===== src/rtl/rf_wb_arbiter.sv =====
// -----------------------------------------------------------------------------
// rf_wb_arbiter
//
// Shares the register file's single write port between two writeback
// requesters. src0 (ALU/execute path) has fixed priority. src1
// (load/multi-cycle unit) is protected by a starvation guard. Once src1 has
// waited STARVE_LIMIT consecutive cycles, the arbiter enters FORCE1 and src1
// wins the next cycle.
//
// The write port is driven from registers. A handshake at edge k makes
// W_en/Address_write/data_write valid for the cycle after edge k, so the
// register file samples the write at edge k+1. Writes to x0 complete their
// handshake but never raise W_en.
//
// Parameters
//   STARVE_LIMIT  cycles src1 may wait before a grant is forced (1..15)
//   CNT_W         starvation counter width; must be able to hold STARVE_LIMIT
//
// Ports
//   clk            clock, rising edge
//   rst            asynchronous reset, active low
//   src0_valid     src0 write pending
//   src0_addr      src0 destination register
//   src0_data      src0 write data
//   src0_ready     src0 granted this cycle (combinational)
//   src1_valid     src1 write pending
//   src1_addr      src1 destination register
//   src1_data      src1 write data
//   src1_ready     src1 granted this cycle (combinational)
//   W_en           register-file write enable (registered)
//   Address_write  register-file write address (registered)
//   data_write     register-file write data (registered)
//   starved        high while the FORCE1 state is active (registered)
// -----------------------------------------------------------------------------
module rf_wb_arbiter #(
    parameter int unsigned STARVE_LIMIT = 4,
    parameter int unsigned CNT_W        = 4
) (
    input  logic        clk,
    input  logic        rst,
    input  logic        src0_valid,
    input  logic [4:0]  src0_addr,
    input  logic [31:0] src0_data,
    output logic        src0_ready,
    input  logic        src1_valid,
    input  logic [4:0]  src1_addr,
    input  logic [31:0] src1_data,
    output logic        src1_ready,
    output logic        W_en,
    output logic [4:0]  Address_write,
    output logic [31:0] data_write,
    output logic        starved
);

    typedef enum logic {
        PRI0   = 1'b0,
        FORCE1 = 1'b1
    } state_t;

    localparam logic [CNT_W-1:0] LIMIT = CNT_W'(STARVE_LIMIT);

    state_t           state;
    logic [CNT_W-1:0] starve_cnt;
    logic [CNT_W-1:0] cnt_next;
    logic             xfer0;
    logic             xfer1;
    logic             any_xfer;
    logic [4:0]       sel_addr;
    logic [31:0]      sel_data;

    // Grant logic. Each ready is qualified by its own valid, so a ready can
    // never be high without a pending request.
    always_comb begin
        // NOTE: every output of an always_comb gets a default first, so no
        // path can leave it unassigned and infer a latch.
        src0_ready = src0_valid;
        src1_ready = src1_valid & ~src0_valid;
        if (state == FORCE1) begin
            src1_ready = src1_valid;
            src0_ready = src0_valid & ~src1_valid;
        end
    end

    assign xfer0    = src0_valid & src0_ready;
    assign xfer1    = src1_valid & src1_ready;
    assign any_xfer = xfer0 | xfer1;

    // At most one transfer happens per cycle, so a single select is enough.
    assign sel_addr = xfer1 ? src1_addr : src0_addr;
    assign sel_data = xfer1 ? src1_data : src0_data;

    // The counter tracks consecutive cycles in which src1 was refused and
    // saturates at the limit. It clears once src1 is served or withdraws.
    always_comb begin
        cnt_next = '0;
        if (src1_valid && !xfer1) begin
            cnt_next = (starve_cnt == LIMIT) ? starve_cnt : starve_cnt + 1'b1;
        end
    end

    // The FSM switches on the same edge where the counter reaches the limit.
    // src1 therefore wins in cycle STARVE_LIMIT+1 of its wait.
    always_ff @(posedge clk or negedge rst) begin
        if (!rst) begin
            state         <= PRI0;
            starved       <= 1'b0;
            starve_cnt    <= '0;
            W_en          <= 1'b0;
            Address_write <= '0;
            data_write    <= '0;
        end else begin
            // NOTE: sequential state uses non-blocking assignments, so every
            // register samples the pre-edge values of the others.
            starve_cnt <= cnt_next;

            unique case (state)
                PRI0: begin
                    if (cnt_next == LIMIT) begin
                        state   <= FORCE1;
                        starved <= 1'b1;
                    end
                end
                FORCE1: begin
                    if (xfer1 || !src1_valid) begin
                        state   <= PRI0;
                        starved <= 1'b0;
                    end
                end
                default: begin
                    state   <= PRI0;
                    starved <= 1'b0;
                end
            endcase

            // A write to x0 is accepted, but it must not reach the file.
            // Address and data still update so the accepted write shows in traces.
            W_en <= any_xfer && (sel_addr != 5'd0);
            if (any_xfer) begin
                Address_write <= sel_addr;
                data_write    <= sel_data;
            end
        end
    end

endmodule


===== config.mk =====
export PLATFORM = sky130hd
export DESIGN_NAME = rf_wb_arbiter
export DESIGN_NICKNAME = d
export VERILOG_FILES = /design/src/rtl/rf_wb_arbiter.sv
export SDC_FILE = /design/constraint.sdc
export NUM_CORES = 1
export LEC_CHECK = 0
export ABC_AREA = 1
export CORE_ASPECT_RATIO = 1.25
export CORE_MARGIN = 10
export CORE_UTILIZATION = 39
export DETAILED_ROUTE_END_ITERATION = 10
export HOLD_SLACK_MARGIN = 0.05
export PLACE_DENSITY = 0.8
export SLEW_MARGIN = 20
export SYNTH_ARGS = -nofsm -noshare
export SYNTH_HDL_FRONTEND = slang
export SYNTH_SLANG_ARGS = --single-unit

===== constraint.sdc =====
create_clock -name clk -period 1.65 [get_ports clk]
set_input_delay 0.165 -clock clk [delete_from_list [all_inputs] [get_ports clk]]
set_output_delay 0.165 -clock clk [all_outputs]
set_load 0.02 [all_outputs]

==> qor.txt, run 1 <==
Remaining design rule violation count - 0
Crit Path Max Fanout - 2
Number of endpoints failing setup at the final stage - 0
Number of top-level pins - 119
Post-synthesis cell type count - 21
Overall power after layout - 2.68 mW
GRT Total Usage - 15.1%
Critical path capture point type - output port
Library cell contributing the largest single delay on the critical path - sky130_fd_sc_hd__clkdlybuf4s50_1
HP Class - in -> async
Run status - complete, no violations
Clock Root Buffer - sky130_fd_sc_hd__clkbuf_8
Hold Fails Final Rpt - 0
Number of pins with negative max-slew slack in the final report - 0
Detailed router's first-iteration violation count - 93
Mean instance size in the synthesized netlist - 8.06 µm²
Detailed-placement wirelength estimate - 5540 µm
Yosys warnings - 0
Overflow left after global routing - 0
Routed vias - 2188
Arrival time of the worst setup path - 1290 ps
Critical Path, Cell by Cell - clkdlybuf4s50_1
Number of maximum-capacitance constraint violations - 0
Worst Max-Slew Pin Slew - 541 ps
Unrepaired setup endpoints after global routing - no
Post-Synthesis Cell Area - 2160 µm²
Post-Syn Instances - 268
Net total in the final layout - 473
Hold slack - 384 ps
Worst Skew - 6.99 ps
Vias in the first global route - 2248
P&R area growth vs syn - 64.9%
Category of the worst setup path launch point - register
Global-route wire length before repair - 10900 µm
Normalized max-slew margin - 63.9%
Register bit count reported by yosys - 44
Total length of routed wires - 6940 µm
CTS H-Tree Depth - 2
First drt pass iteration count - 4
Clk_lat worst skew - 300 ps
Power density over the cells - 753 nW/µm²
Post-route non-filler standard cell count - 457
Placement-stage cell area - 3480 µm²
Fraction of the yosys area taken by sequential cells - 51.0%
Worst Path Class, Setup - reg -> out
Count of clock tree sinks - 44
CP delay by family, top - buffers and inverters
Inserted Diodes - 0
Clock period minus final worst setup slack - 1460 ps
Number of clock buffers inserted by TritonCTS - 5
Antenna Violating Nets Remaining - 0
Maximum number of pins on one net before global-route repair - 26
Floorplan core area - 5410 µm²
Clock tree from TritonCTS - yes
Die Width - 86.6 µm
Number of placed instances with taps included - 449
Longest individual stage delay on the worst path - 640 ps
Post-CTS setup-driven buffer insertion count - 0
Max Buffers Root-to-Sink - 2
Number of buffer cells added on primary ports - 118
Site row count - 30
Chip Height - 103 µm
Clk pin slew, worst setup/hold paths - 80 ps
WP data required - 1480 ps
Summed area of non-filler cells in the final layout - 3560 µm²
Proportion of layout cells with a drive suffix above 1 - 7.89%
Post-DR vias/cell - 4.79
Final clock period utilization by the worst path - 88.2%
Starting Density - 40.0%
Number of nets produced by synthesis - 348
Weighted congestion reported at the end of routability-driven placement - 0.798
Initial antenna violation count - 0
CP bufs+invs - 1
Max VDD drop - 0.543 mV
Drt wl/cell - 15.2 µm
Leakage power total - 1.61 nW
Highest clock rate - 0.687 GHz
Full die area - 8930 µm²
layer usage:
metal / up-vias / track usage [%] / routed length, µm
met5: - / 0 / 0
met4: 0 / 3.75 / 55
met3: 5 / 5.33 / 571
met2: 79 / 26.5 / 3540
met1: 993 / 17.0 / 2780
li1: 1111 / - / -
registers in the layout (all words and copies together), names as in the netlist:
name,count
starved,1
state,1
starve_cnt,4
data_write,32
Address_write,5
W_en,1
synthesized netlist by cell type, drive strengths merged:
master,n,area [µm²]
a21oi,33,165
buf,12,95.1
clkbuf,3,11.3
dfrtp,44,1100
ha,2,25.0
inv,21,78.8
nand2,63,264
nand3,11,60.1
nand3b,1,7.51
nand4,1,6.26
nor2,39,154
o21ai,37,185
or2,1,6.26
path summary, 6_finish.rpt:
check                           slack (ps)        endpoint  depth (start not counted)            from
worst max-delay path                   190   data_write[0]                          1   data_write[0]
worst min-delay path                   380  data_write[21]                          2             rst
worst max register to register         300         starved                          6   starve_cnt[0]
worst min register to register         490  data_write[11]                          2  data_write[11]
max in group asynchronous              750   starve_cnt[3]                          3             rst
min in group clk                       460   data_write[4]                          3    src1_data[4]
power breakdown:
part           leakage [nW]  internal, mW  switching [mW]
Sequential            0.528          1.18          0.0549
Combinational          1.04         0.438           0.378
Clock                0.0410         0.288           0.346
cell type report:
class / instances / area (µm²)
fillers: 491 / 1840
repair buffers: 133 / 1350
clock inverters: 1 / 5.00
well taps: 64 / 80.1
flip-flops and latches: 44 / 1100
multi-input cells: 188 / 873
inverters: 21 / 78.8
clock buffers: 6 / 72.6
cells in the final DEF (no fill, tap or decap), types with 2 or more instances in the layout:
cell,instances
sky130_fd_sc_hd__a21oi_1,33
sky130_fd_sc_hd__clkbuf_8,5
sky130_fd_sc_hd__nor2_1,38
sky130_fd_sc_hd__buf_4,9
sky130_fd_sc_hd__nand2_2,2
sky130_fd_sc_hd__dlygate4sd2_1,2
sky130_fd_sc_hd__nand3_1,10
sky130_fd_sc_hd__dfrtp_1,44
sky130_fd_sc_hd__inv_2,2
sky130_fd_sc_hd__nand2_4,3
sky130_fd_sc_hd__buf_12,5
sky130_fd_sc_hd__o21ai_1,34
sky130_fd_sc_hd__inv_1,19
sky130_fd_sc_hd__clkdlybuf4s50_1,115
sky130_fd_sc_hd__nand2_1,58
sky130_fd_sc_hd__ha_1,2
sky130_fd_sc_hd__o21ai_0,3
repair_timing:
| action | CTS | global route |
|---|---|---|
| hold endpoints to repair | 22 | 0 |
| resized for setup | 2 | 0 |
| endpoints found under the setup margin | 2 | 0 |
| hold buffers | 1 | 0 |
per-stage QoR:
step	setup WS (ps)	setup TNS, ps	util [%]
floorplan	391	0	-
global placement	-59.2	-59.2	64.3
detailed placement	-73.1	-73.1	64.3
CTS	175	0	65.9
global route	145	0	65.9
finish	194	0	65.9
logic make-up (layout without fill, tap and decap cells):
logic type / after synthesis / after routing / share of synthesized area [%]
and+or+nand+nor: 116 / 116 / 23.1
DFF: 44 / 44 / 51.0
AOI/OAI and AO/OA: 70 / 70 / 16.2
buffers and inverters: 36 / 161 / 8.57
adders and majority gates: 2 / 2 / 1.16
Power figures use the tool's default switching activity.
==> inputs of run 2 (changes only) <==
--- a/config.mk
+++ b/config.mk
@@ -8,10 +8,11 @@
 export ABC_AREA = 1
 export CORE_ASPECT_RATIO = 1.25
 export CORE_MARGIN = 10
-export CORE_UTILIZATION = 39
+export CORE_UTILIZATION = 40
+export CTS_BUF_LIST = sky130_fd_sc_hd__clkbuf_4
 export DETAILED_ROUTE_END_ITERATION = 10
 export HOLD_SLACK_MARGIN = 0.05
-export PLACE_DENSITY = 0.8
+export PLACE_DENSITY = 0.82
 export SLEW_MARGIN = 20
 export SYNTH_ARGS = -nofsm -noshare
 export SYNTH_HDL_FRONTEND = slang
==> run 2 against run 1 <==
  * Die area is 2.0% lower
  * Worst setup slack got worse by 84 ps
  * Sequential share of layout area is 0.53 points higher
  * Count of clock-buffer cells in the layout stayed put
  * Via count is 0.59% higher
  * Core utilization increased by 2.1 points
  * First-iteration DRC count is 13% higher
  * Non-clock buffer count fell by 3
  * Largest cell class unchanged
  * Largest power group unchanged
==> qor.txt, run 2 (synthesis results as in run 1) <==
Run status - complete, no violations
Leakage power total - 1.58 nW
Overall power after layout - 2.72 mW
Worst Max-Slew Pin Slew - 889 ps
Proportion of layout cells with a drive suffix above 1 - 7.67%
Chip Height - 102 µm
Most frequent cells in the layout - 115 x sky130_fd_sc_hd__clkdlybuf4s50_1, 58 x sky130_fd_sc_hd__nand2_1, 44 x sky130_fd_sc_hd__dfrtp_1
Layout fillers - 472
Clock period minus final worst setup slack - 1540 ps
Die Width - 85.7 µm
Worst Path Class, Setup - reg -> out
Max FFs per register - 32
Inserted Diodes - 0
Clk pin slew, worst setup/hold paths - 130 ps
Longest individual stage delay on the worst path - 630 ps
Library cell contributing the largest single delay on the critical path - sky130_fd_sc_hd__clkdlybuf4s50_1
Detailed-placement wirelength estimate - 5510 µm
CP delay by family, top - buffers and inverters
Initial antenna violation count - 0
Total length of routed wires - 6960 µm
Register with the highest flop count - data_write
Vias in the first global route - 2358
Worst path setup slack after routing - 110 ps
Core occupancy in the finished layout - 68.0%
Overflow left after global routing - 0
Maximum number of pins on one net before global-route repair - 44
Critical Path, Cell by Cell - clkdlybuf4s50_1
Highest clock rate - 0.649 GHz
Footprint of the flip-flops and latches - 1100 µm²
Number of top-level pins - 119
Starting Density - 41.9%
Registers with the most flip-flops - data_write: 32 flops, Address_write: 5 flops, starve_cnt: 4 flops
Remaining design rule violation count - 0
Count of clock tree sinks - 44
Capturing point of the worst reg2reg path - starved
Unrepaired setup endpoints after global routing - no
CTS H-Tree Depth - 2
CP bufs+invs - 1
Number of clock buffers inserted by TritonCTS - 5
Clock Root Buffer - sky130_fd_sc_hd__clkbuf_4
P&R area growth vs syn - 62.2%
Floorplan core area - 5150 µm²
Category of the worst setup path launch point - register
Worst Skew - 9.10 ps
Weighted congestion reported at the end of routability-driven placement - 0.833
R2R Setup Slk - 240 ps
Hold slack - 240 ps
Most common library cell in the layout ignoring fill and taps - sky130_fd_sc_hd__clkdlybuf4s50_1
Reg-to-reg critical path startpoint - starve_cnt[0]
Post-route non-filler standard cell count - 453
Site row count - 29
Normalized max-slew margin - 40.6%
Worst Reg2Reg Path Length in Cells - 6
Clock tree from TritonCTS - yes
Multi-input gate area in the final layout - 873 µm²
HP Class - in -> async
Count of cell instances traversed by the critical path - 1
Number of maximum-capacitance constraint violations - 0
Drt wl/cell - 15.4 µm
Routed vias - 2201
First drt pass iteration count - 4
Number of buffer cells added on primary ports - 118
Max Buffers Root-to-Sink - 2
GRT Total Usage - 15.9%
Post-Place Setup Slack - -227 ps
Crit Path Max Fanout - 2
Power density over the cells - 777 nW/µm²
Number of pins with negative max-slew slack in the final report - 0
Final clock period utilization by the worst path - 93.3%
Critical path capture point type - output port
Sum Neg Setup Slack - 0 ps
Antenna Violating Nets Remaining - 0
Full die area - 8760 µm²
Detailed router's first-iteration violation count - 105
Arrival time of the worst setup path - 1380 ps
Global-route wire length before repair - 11300 µm
Number of placed instances with taps included - 444
Number of endpoints failing setup at the final stage - 0
Summed area of non-filler cells in the final layout - 3500 µm²
Post-DR vias/cell - 4.86
Max VDD drop - 0.584 mV
Clk_lat worst skew - 350 ps
WP data required - 1480 ps
Hold Fails Final Rpt - 0
Net total in the final layout - 470
Placement-stage cell area - 3410 µm²
## run 2: cell types whose count changed in the layout (fill, tap and decap cells not counted), sizes merged
cell | previous run | this run
bufinv | 0 | 1
buf | 15 | 12
## run 2: how the worst max path moves through the flow
stage                                start          endpoint  slack (ps)
final                     Address_write[0]  Address_write[0]         110
after global placement          src1_valid  Address_write[0]        -180
after detailed placement        src1_valid  Address_write[4]        -230
after CTS                 Address_write[0]  Address_write[0]          90
after global routing            src1_valid  Address_write[4]          10
after floorplan              starve_cnt[0]           starved         390
## run 2: cell type report
class | instances | area share, %
Timing Repair Buffer | 130 | 36.9
Inverter | 21 | 2.25
Multi-Input combinational cell | 188 | 24.9
Clock buffer | 6 | 1.29
Clock inverter | 2 | 1.00
Tap cell | 62 | 2.22
Sequential cell | 44 | 31.4
## run 2: repair_timing
action | CTS | global route
gates resized for setup | 2 | 0
endpoints found under the hold margin | 44 | 0
setup buffers | 0 | 0
hold buffers | 1 | 0
setup endpoints to repair | 2 | 0
## run 2: report_power, final
part	total, mW	internal (mW)	leakage (nW)	switching (mW)
logic	0.804	0.424	1.01	0.380
registers	1.23	1.18	0.528	0.0550
clock network	0.686	0.334	0.0456	0.351
total	2.72	1.94	1.58	0.786
## run 2: routing by layer
metal,GRT usage [%],vias up,routed length [µm]
li1,-,1112,-
met2,27.9,76,3530
met3,5.73,7,581
met5,0,-,0
met4,5.33,0,80
met1,17.4,1006,2760
==> patch 1, RTL diff (flow settings as in run 2) <==
Reset style: synchronous (`rst`), changed in one clocked block. Comments in the files are not updated.
--- a/src/rtl/rf_wb_arbiter.sv
+++ b/src/rtl/rf_wb_arbiter.sv
@@ -100,7 +100,7 @@
 
     // The FSM switches on the same edge where the counter reaches the limit.
     // src1 therefore wins in cycle STARVE_LIMIT+1 of its wait.
-    always_ff @(posedge clk or negedge rst) begin
+    always_ff @(posedge clk) begin
         if (!rst) begin
             state         <= PRI0;
             starved       <= 1'b0;
Behaviour: differs if rst is asserted again (counterexample within 4 cycles, from zero or initial values and one cycle with rst low); with rst held inactive, the same outputs for 10 cycles.
==> patch 1 against run 2 <==
Routed wire length increased by 1.6%; sequential cell count is the same; die area is 1.1% lower; setup slack improved by 33 ps; synthesized cell count is 28% higher; total power down 15%; via count up 9.5%; final area decreased by 1.4%; register-to-register slack improved by 130 ps; clock skew fell by 1.7 ps; utilization down 0.45 points; synthesized area down 1.4%; hold slack better by 200 ps.
==> patch 1: results (changes against run 2) <==
outcome complete, no violations; Hold WS 436 ps (+195 ps); I/O Buffers 118 (unchanged); Hold EP data_write[14]; worst endpoint data arrival time 1340 ps (-40 ps); Commonest cells post-synth nand2_1, inv_1, dfxtp_1, nand3_1, buf_2; Unique masters post-synth 16 (-24%); Met2 Wirelength 3.81 mm (+8.0%); overall global routing resource usage 0.161 (+0.00164); post-CTS sizing 2 (unchanged); GPL Wtd Cong 0.845 (+1.5%); sequential-to-total area share from yosys stat 0.414 (-0.0960); P_int 0.00165 W (-15%); largest cells by area after synthesis dfxtp_1, nand2_1, inv_1, nand3_1, buf_2; root buf cell clkbuf_4; initial antenna violation count 0 (unchanged); Placed Area 3410 µm² (-0.22%); Leakage 1.80 nW (+14%); post-DR vias/cell 4.57 (-5.9%); Slew headroom 0.775 (+0.369); Synthesized Nets 422 (+21%); Post-Route WL 7.06 mm (+1.6%); HPWL after DPL 5.59 mm (+1.4%); antenna cells 0 (unchanged); first-pass GRT wire length 11.5 mm (+1.6%); fraction of layout cells with a size suffix above 1 0.0452 (-0.0316); CP delay by family, top buffers and inverters; largest net degree at the start of global routing 33 (-25%); asr flop ratio synth 0 (-1.00); H-tree depth 2 (unchanged); nets 545 (+16%); M1 wire length 2.68 mm (-3.0%); final clock skew 7.44 ps (-1.66 ps); R2R setup slack 370 ps (+130 ps); worst hold path type input pin to flip-flop; vias in the first global route 2,396 (+1.6%); worst flop-to-flop path endpoint data_write[4]; maximum VDD drop 0.393 mV (-33%); crit-path max FO 2 (unchanged); DR iter-0 viols 129 (+23%); metal3 WL 511 µm (-12%); worst r2r src state; R2R depth 8 (+2); CTS Buf Count 5 (unchanged)
==> patch 1: layout make-up <==
cell class / count / area, µm²
multi-input cells: 223 / 945
well taps: 62 / 77.6
fillers: 447 / 1660
flip-flops and latches: 44 / 881
repair buffers: 131 / 1280
inverters: 60 / 225
clock inverters: 1 / 5.00
clock buffers: 6 / 45.0
==> patch 1: power groups by stage <==
stage,Clock (W),Combinational [W],Sequential [W]
final,0.000510,0.000644,0.00116
after floorplan,0,0.000199,0.00126
after global routing,0.000577,0.000706,0.00117
after global placement,0,0.000643,0.00118
after CTS,0.000538,0.000654,0.00116
after detailed placement,0,0.000653,0.00118
==> patch 1: how the worst max path moves through the flow <==
stage / from / to / cells after the start
2_1_floorplan: starve_cnt[0] / starved / 6
3_3_place_gp: src1_valid / src0_ready / 5
3_5_place_dp: src1_valid / src0_ready / 5
4_1_cts: data_write[18] / data_write[18] / 1
5_1_grt: data_write[18] / data_write[18] / 1
6_report: data_write[18] / data_write[18] / 1
==> patch 1: logic make-up after synthesis <==
family	after synthesis	share of synthesized area
AND/OR/NAND/NOR	215	0.410
buffers and inverters	75	0.142
flip-flops	44	0.414
AO/OA/AOI/OAI	5	0.0176
adder cells (fa/ha/maj)	2	0.0118
XOR/XNOR	1	0.00412
==> patch 1: stage by stage <==
stage	std cells	worst slack, ps
after floorplan	342	540
after global placement	520	-40.8
after detailed placement	520	-42.3
after CTS	527	112
after global routing	527	80.6
final	527	143
==> patch 1: layer usage <==
metal  GRT usage  up-vias
met5           0        -
met4      0.0419        0
met3      0.0450        8
met1       0.172     1066
li1            -     1259
met2       0.300       76
==> patch 1: tightest hold or removal path, cell delays in order <==
cell             delay, ps
clkdlybuf4s50_1        390
nand2_1                 60
nand3_1                 60
nand2_1                 60
inv_1                   30
==> patch 2, RTL diff (flow settings as in run 2) <==
Without the edit above. The parameter `CNT_W` goes from 4 to 6.
--- a/src/rtl/rf_wb_arbiter.sv
+++ b/src/rtl/rf_wb_arbiter.sv
@@ -34,7 +34,7 @@
 // -----------------------------------------------------------------------------
 module rf_wb_arbiter #(
     parameter int unsigned STARVE_LIMIT = 4,
-    parameter int unsigned CNT_W        = 4
+    parameter int unsigned CNT_W        = 6
 ) (
     input  logic        clk,
     input  logic        rst,
Check against the original RTL: no difference found for any inputs over 10 cycles, from zero or initial values and one cycle with rst low; that may be too few to reach the edited logic, so the function may still have changed.
==> patch 2 against run 2 <==
Routed wire length up 8.0%; sequential cell count is 2 higher; largest cell class unchanged; final area up 1.8%; synthesized area increased by 1.7%; total power fell by 4.2%; setup slack got worse by 13 ps; hold slack gained 87 ps; largest power group unchanged; sequential share of layout area is 0.85 points higher.
==> patch 2: results (changes against run 2) <==
drt wl/cell 16.2 µm (+5.4%); Post-Layout Cell Count 464 (+2.4%); final clock skew 7.78 ps (-1.32 ps); asr flop ratio synth 1.00 (unchanged); fill count 460 (-2.5%); first-pass GRT wire length 12.0 mm (+5.9%); crit-path max FO 7 (+5); CTS Buf Count 5 (unchanged); CP delay by family, top flip-flops; maximum VDD drop 0.433 mV (-26%); sequential-to-total area share from yosys stat 0.524 (+0.0144); drt drc 0 (unchanged); first-pass iteration count of the detailed router 4 (unchanged); Synthesized Nets 353 (+1.4%); root buf cell clkbuf_4; postcts setup bufs 0 (unchanged); antenna cells 0 (unchanged); fraction of layout cells with a size suffix above 1 0.0775 (+0.000774); Slew headroom 0.623 (+0.218); Seq power 0.00129 W (+5%); post-CTS sizing 2 (unchanged); worst hold path type input pin to asynchronous set/reset pin; largest net degree at the start of global routing 34 (-23%); Pwr Total 0.00261 W (-4.2%); DR iter-0 viols 129 (+23%); outcome complete, no violations; Avg Cell Area, Syn 8.04 µm² (-0.18%); Ys Warns 0 (unchanged); nets 481 (+2.3%); # hold bufs at CTS 1 (unchanged); Leakage 1.53 nW (-3.1%); Regs by FF count data_write: 32 flops, starve_cnt: 6 flops, Address_write: 5 flops; Setup WS pre-CTS -102 ps (+124 ps); vias in the first global route 2,411 (+2.2%); clock-pin slew on the worst setup and hold paths 130 ps (about the same); top_reg_cell synth dfrtp_1; GPL Wtd Cong 0.848 (+1.9%); HPWL after DPL 5.98 mm (+8.5%); post-DR vias/cell 5.04 (+3.7%); Commonest cells post-synth nand2_1, dfrtp_1, nor2_1; Hold WS 327 ps (+87.0 ps); area growth from synthesis to layout 62.3%; Clock power frac 0.187 (-0.065); Worst path slowest cell dfrtp_1; initial antenna violation count 0 (unchanged); Unique masters post-synth 22 (+4.8%); Placed Area 3520 µm² (+3.0%); overall global routing resource usage 0.166 (+0.00667); worst endpoint data arrival time between 1000 and 1500 ps; largest cells by area after synthesis dfrtp_1, nand2_1, o21ai_0, a21oi_1, nor2_1; Worst-Skew Late Latency 350 ps (about the same); I/O Buffers 118 (unchanged); slowest cell delay on critical path 430 ps (-200 ps); Clock Path Buffers 2 (unchanged); P_int 0.00182 W (-6.2%)
## patch 2: worst reg2reg max path, cell delays in order, from the launching register on
cell     delay (ps)
dfrtp_1         440
nand2_1         100
nand2_2         100
buf_4           160
or2_1           210
o21ai_1         110
nand2_1          80
nor2_1          100
nor2_1           40
## patch 2: final cells by class
| cell class | instances | area share |
|---|---|---|
| Clock buffer | 5 | 0.0105 |
| Clock inverter | 1 | 0.00105 |
| Inverter | 16 | 0.0168 |
| Multi-Input combinational cell | 195 | 0.253 |
| Sequential cell | 46 | 0.323 |
| Tap cell | 64 | 0.0225 |
| Timing Repair Buffer | 137 | 0.373 |
## patch 2: kinds of logic (layout without fill, tap and decap cells)
| kind of cell | count (synthesis) | count (layout) | synth area share |
|---|---|---|---|
| xor gates and xnor gates | 1 | 1 | 0.00399 |
| adders and majority gates | 2 | 2 | 0.0114 |
| buffers and inverters | 32 | 159 | 0.0667 |
| and+or+nand+nor | 112 | 112 | 0.207 |
| DFF | 46 | 46 | 0.524 |
| AOI/OAI and AO/OA | 80 | 80 | 0.186 |
## patch 2: layer usage
layer | global-route usage | vias up | wire (µm)
met4 | 0.0512 | 0 | 116
met2 | 0.289 | 75 | 3920
li1 | - | 1150 | -
met1 | 0.191 | 1103 | 2980
met3 | 0.0466 | 9 | 494
met5 | 0 | - | 0
## patch 2: worst paths after layout
| kind | end | from | slack (ps) | depth (start not counted) |
|---|---|---|---|---|
| max | src1_ready | state | 100 | 3 |
| min | data_write[28] | rst | 330 | 2 |
| max reg2reg | W_en | state | 200 | 8 |
| min reg2reg | data_write[5] | data_write[5] | 500 | 2 |
| max in group asynchronous | data_write[8] | rst | 790 | 3 |
| min in group clk | data_write[1] | src1_data[1] | 410 | 3 |
